`src/rtl/imm_encoder_if.sv`:
```
// Handshake and data bundle between the patch/loader path and the immediate encoder.
// The master side supplies the request; the slave side returns status and the encoded field.
interface imm_encoder_if;
  logic        start;
  logic [1:0]  mode;
  logic [31:0] value;
  logic [31:0] pc;
  logic        busy;
  logic        done;
  logic        ok;
  logic [23:0] field;

  modport master (
    output start, mode, value, pc,
    input  busy, done, ok, field
  );

  modport slave (
    input  start, mode, value, pc,
    output busy, done, ok, field
  );
endinterface

```
`src/rtl/imm_encoder.sv`:
```
// Inverse of the immediate extender: turns a constant, offset or branch target into Instr[23:0].
// Rotated imm8 (mode 00) is found by stepping through rotations one per cycle; other modes take one cycle.
module imm_encoder #(
  parameter bit ROT_EN = 1'b1
) (
  input  logic         clk,
  input  logic         reset_n,
  imm_encoder_if.slave bus
);

  typedef enum logic [1:0] {IDLE, CALC, SEARCH, DONE} state_t;

  state_t      state;
  state_t      state_next;
  logic [1:0]  mode_q;
  logic [31:0] value_q;
  logic [31:0] pc_q;
  logic [3:0]  rot;
  logic        ok_q;
  logic [23:0] field_q;

  logic        accept;
  logic [4:0]  rot_sh;
  logic [5:0]  rot_back;
  logic [31:0] cand;
  logic        hit;
  logic        last_rot;
  logic [31:0] off;
  logic        calc_ok;
  logic [23:0] calc_field;

  assign accept   = (state == IDLE) && bus.start;
  // A shift of 32 yields zero, so rot 0 leaves the candidate equal to the captured value.
  assign rot_sh   = {rot, 1'b0};
  assign rot_back = 6'd32 - {1'b0, rot_sh};
  assign cand     = (value_q << rot_sh) | (value_q >> rot_back);
  assign hit      = (cand[31:8] == 24'd0);
  assign last_rot = (rot == 4'd15) || !ROT_EN;
  assign off      = value_q - (pc_q + 32'd8);

  always_comb begin
    calc_ok    = 1'b0;
    calc_field = 24'd0;
    case (mode_q)
      2'b01: begin
        calc_ok    = (value_q[31:12] == 20'd0);
        calc_field = {12'd0, value_q[11:0]};
      end
      2'b10: begin
        // Branch offset must be word aligned and fit a signed 26-bit byte offset.
        calc_ok    = (off[1:0] == 2'b00) && (off[31:25] == {7{off[25]}});
        calc_field = off[25:2];
      end
      default: begin
        calc_ok    = 1'b0;
        calc_field = 24'd0;
      end
    endcase
  end

  always_ff @(posedge clk or negedge reset_n) begin
    if (!reset_n) begin
      state <= IDLE;
    end else begin
      state <= state_next;
    end
  end

  always_comb begin
    state_next = state;
    case (state)
      IDLE: begin
        if (bus.start) begin
          state_next = (bus.mode == 2'b00) ? SEARCH : CALC;
        end
      end
      CALC: state_next = DONE;
      SEARCH: begin
        if (hit || last_rot) begin
          state_next = DONE;
        end
      end
      DONE: state_next = IDLE;
      default: state_next = IDLE;
    endcase
  end

  always_comb begin
    bus.busy = (state != IDLE);
    bus.done = (state == DONE);
  end

  assign bus.ok    = ok_q;
  assign bus.field = field_q;

  // Result registers hold across IDLE and are only cleared when a new request is taken.
  always_ff @(posedge clk or negedge reset_n) begin
    if (!reset_n) begin
      mode_q  <= 2'b00;
      value_q <= 32'd0;
      pc_q    <= 32'd0;
      rot     <= 4'd0;
      ok_q    <= 1'b0;
      field_q <= 24'd0;
    end else begin
      case (state)
        IDLE: begin
          if (accept) begin
            mode_q  <= bus.mode;
            value_q <= bus.value;
            pc_q    <= bus.pc;
            rot     <= 4'd0;
            ok_q    <= 1'b0;
            field_q <= 24'd0;
          end
        end
        CALC: begin
          ok_q    <= calc_ok;
          field_q <= calc_ok ? calc_field : 24'd0;
        end
        SEARCH: begin
          if (hit) begin
            ok_q    <= 1'b1;
            field_q <= {12'd0, rot, cand[7:0]};
          end else if (last_rot) begin
            ok_q    <= 1'b0;
            field_q <= 24'd0;
          end else begin
            rot <= rot + 4'd1;
          end
        end
        default: begin
        end
      endcase
    end
  end

endmodule

```
`src/flat_wrapper.sv`:
```
// flat-port wrapper written by rule: the top's interface ports become plain ports
module imm_encoder_flat 
#(
  parameter bit ROT_EN = 1'b1
)
  (clk, reset_n, bus_start, bus_mode, bus_value, bus_pc, bus_busy, bus_done, bus_ok, bus_field);
  imm_encoder_if bus_i ();
  input  logic clk;
  input  logic reset_n;
  input wire logic [$bits(bus_i.start)-1:0] bus_start;
  input wire logic [$bits(bus_i.mode)-1:0] bus_mode;
  input wire logic [$bits(bus_i.value)-1:0] bus_value;
  input wire logic [$bits(bus_i.pc)-1:0] bus_pc;
  output wire logic [$bits(bus_i.busy)-1:0] bus_busy;
  output wire logic [$bits(bus_i.done)-1:0] bus_done;
  output wire logic [$bits(bus_i.ok)-1:0] bus_ok;
  output wire logic [$bits(bus_i.field)-1:0] bus_field;
  assign bus_i.start = bus_start;
  assign bus_i.mode = bus_mode;
  assign bus_i.value = bus_value;
  assign bus_i.pc = bus_pc;
  assign bus_busy = bus_i.busy;
  assign bus_done = bus_i.done;
  assign bus_ok = bus_i.ok;
  assign bus_field = bus_i.field;
  imm_encoder #(.ROT_EN(ROT_EN)) u_core (.clk(clk), .reset_n(reset_n), .bus(bus_i));
endmodule
```
`config.mk`:
```
export PLATFORM = sky130hd
export DESIGN_NAME = imm_encoder_flat
export DESIGN_NICKNAME = d
export VERILOG_FILES = /design/src/rtl/imm_encoder_if.sv /design/src/rtl/imm_encoder.sv /design/src/flat_wrapper.sv
export SDC_FILE = /design/constraint.sdc
export NUM_CORES = 1
export LEC_CHECK = 0
export ABC_AREA = 1
export BUFFER_PORTS_ARGS = -buffer_cell sky130_fd_sc_hd__buf_2
export CORE_ASPECT_RATIO = 0.75
export CORE_MARGIN = 2
export CORE_UTILIZATION = 40
export DETAILED_ROUTE_END_ITERATION = 7
export GPL_ROUTABILITY_DRIVEN = 0
export PLACE_DENSITY_LB_ADDON = 0.25
export SYNTH_ARGS = -nofsm -noshare
export SYNTH_HDL_FRONTEND = slang
export SYNTH_SLANG_ARGS = --single-unit
```
`constraint.sdc`:
```
create_clock -name clk -period 4.6 [get_ports clk]
set_clock_uncertainty 0.15 [all_clocks]
set_input_delay 0.23 -clock clk [delete_from_list [all_inputs] [get_ports clk]]
set_output_delay 0.23 -clock clk [all_outputs]
set_load 0.1 [all_outputs]
```
==> metrics.txt <==
status=finished with violations; violated checks=negative hold slack; RSZ-0062 raised after global routing=no; Hold Slack=-0.00249 ns; first-pass GRT wire length=51.7 mm; die area=25300 um^2; # Max-Cap Violations=0; Crit. path cell count=21; initial antenna violation count=0; TritonCTS Buffers=9; EDFF count, synth=0; crit start category=register; crit path capture=u_core.bus.field[23]; f_max=245 MHz; DR WL met2=12.6 mm; CP max stage delay=0.46 ns; Synthesized Nets=1675; # H-tree levels=3; fraction of layout cells with a size suffix above 1=10.9%; largest area contributor in the netlist=dfrtp_1; synthesized netlist cell count=1536; Top FF cell, synth=dfrtp_1; slowest library cell on the worst path=dfrtp_1; diode count=0; post-CTS setup buffer count=0; clock slew at reported path FFs=0.08 ns; FF-to-FF End=u_core.bus.field[23]; Fin Setup TNS=0 ns; CTS tree=done; nets=1793; met3 WL post-DR=3.36 mm; Vias/cell=5.35; asr flop ratio synth=100%; Rows=49; Worst path most repeated cell=nand2_1; Post-DRT Antenna Nets=0; final slew viol count=0; total gr overflow=0; Synth area leaders=dfrtp_1 25%, nand2_1 20%, nand3_1 13%; critical path fanouts, max=13; Hold Fails Final Rpt=1; DRC=0; share of the synthesized area in the top cell type=25.2%; WS Path Type=reg -> reg; Detailed Place HPWL=24.3 mm; vias in the first global route=9475; worst-path cell chain=inv_1, ha_1, inv_1, ha_1, nand2_1, nor2_1, and2_1, nand2_1, nand2_1, nand2_1, nand3_1, nand2_1, nor2_1, nand3_1, nand2_1, nand3_1, nand2_1, nand2_1, inv_1, nand3_1, nand2_1; period utilization=88.6%; HP Class=in -> reg; worst r2r src=u_core.value_q[14]; Final Setup Violations=0; DR pass1 iterations=5; Reg2Reg Setup Slack=0.52 ns; CP top delay family=simple AND/OR/NAND/NOR gates; reg2reg path depth=21; synthesized area=9620 um^2; critical path endpoint category=register; commonest non-fill, non-tap cells in the layout=499 x nand2_1, 257 x nand3_1, 187 x inv_1, 127 x nor2_1, 97 x dfrtp_1; drt wl/cell=16.4 um; worst skew pair latency=0.38 ns; worst relative slew slack=37.9%; min Tclk post-route=4.08 ns; Detailed Route Iter0 Violations=1321; met1 wire length=15.9 mm; post-synthesis sequential area ratio=25.2%; Yosys reg bits=97; most common cell after layout, fill and taps aside=nand2_1; Netlist cell types=41; Die Y=138 um; placed cells=1884; clk buf depth=2; top routing layer used=met4; measured slew at the worst slew-check pin=0.931 ns; area delta synth->final=16.1%; input/output buffers=95; core area=23800 um^2; Buf/Inv on CP=3; total routed wirelength=32.2 mm; via count=10513; critical path startpoint=u_core.value_q[14]; non-filler cells, final=1965; Initial Utilization=40.5%; Die X=183 um; Ys Warns=0; Mean Syn Cell Area=6.27 um^2; Sink Count=97; Critical Path AT=4.25 ns; I/O pin cnt=96; GRT Util Overall=25.9%; largest net degree at the start of global routing=80; Root Buffer=clkbuf_16; worst path required time=4.77 ns
-- registers in the layout, indices dropped and copies added, names as in the netlist --
signal and count:
u_core.pc_q 32, u_core.state 2, u_core.bus.ok 1, u_core.bus.field 24, u_core.rot 4, u_core.mode_q 2, u_core.value_q 32
-- cell families after synthesis --
| group | synth area share [%] |
|---|---|
| flops | 25.2 |
| simple gates | 41.4 |
| compound gates | 7.45 |
| buf+inv | 11.4 |
| xor+xnor | 1.73 |
| fa+ha+maj | 9.18 |
| mux | 3.63 |
-- routing by layer --
layer / global-route usage [%] / up-vias
li1: - / 5197
met3: 5.77 / 31
met4: 5.18 / 0
met1: 40.4 / 4737
met2: 36.1 / 548
met5: 0 / -
-- worst min path at each step --
stage / end / depth (start not counted) / start / slack, ns
2_1_floorplan: u_core.bus.field[0] / 0 / reset_n / -0.22
3_3_place_gp: u_core.bus.field[10] / 1 / reset_n / 0.20
3_5_place_dp: u_core.bus.field[10] / 1 / reset_n / 0.20
4_1_cts: u_core.value_q[12] / 3 / bus_value[12] / 0.005
5_1_grt: u_core.value_q[12] / 3 / bus_value[12] / 0.02
6_report: u_core.value_q[12] / 3 / bus_value[12] / -0.002
-- metrics by stage --
stage / cell area (um^2) / worst slack, ns / utilization, % / hold slack, ns
after floorplan: 9620 / 1.59 / - / -0.216
after global placement: 10200 / 0.662 / 43.0 / 0.198
after detailed placement: 10200 / 0.622 / 43.0 / 0.205
after CTS: 11200 / 0.625 / 47.0 / 0.00482
after global routing: 11200 / 0.152 / 47.0 / 0.0176
final: 11200 / 0.524 / 47.0 / -0.00249
-- worst reg2reg max path: stages (launching register included) --
cell	delay (ns)
dfrtp_1	0.46
inv_1	0.13
ha_1	0.29
inv_1	0.04
ha_1	0.35
nand2_1	0.15
nor2_1	0.29
and2_1	0.17
nand2_1	0.05
nand2_1	0.17
nand2_1	0.14
nand3_1	0.10
nand2_1	0.05
nor2_1	0.12
nand3_1	0.08
nand2_1	0.06
nand3_1	0.06
nand2_1	0.35
nand2_1	0.18
inv_1	0.32
nand3_1	0.22
nand2_1	0.10
-- cell type report --
class                      count  area, um^2
clock inverter                 7        65.1
multi-input combinational   1178        6100
inverter                     193         724
tap                          306         383
sequential                    97        2430
timing repair buffer         175        1240
fill                        2529       12600
clock buffer                   9         225
-- timing repair --
action                                  4_1_cts  5_1_grt
hold endpoints to repair                    122        0
endpoints found under the setup margin        0        0
gates resized for setup                       0        0
hold buffers                                 65        0
-- cells in the mapped netlist, drive strengths merged (2+ instances only) --
master,number
nor3,5
a31oi,4
o22ai,7
nor4,5
o31ai,2
nor2,128
ha,69
o21ai,35
inv,192
o211ai,12
a21oi,61
mux2,31
a32o,3
nand4,16
xnor2,10
and2,3
dfrtp,97
xor2,9
clkbuf,26
buf,42
nand2,512
nand3,258
or2,2
Power is not shown: default switching activity piles up to over one toggle a cycle in this logic, so the estimate is an artifact.
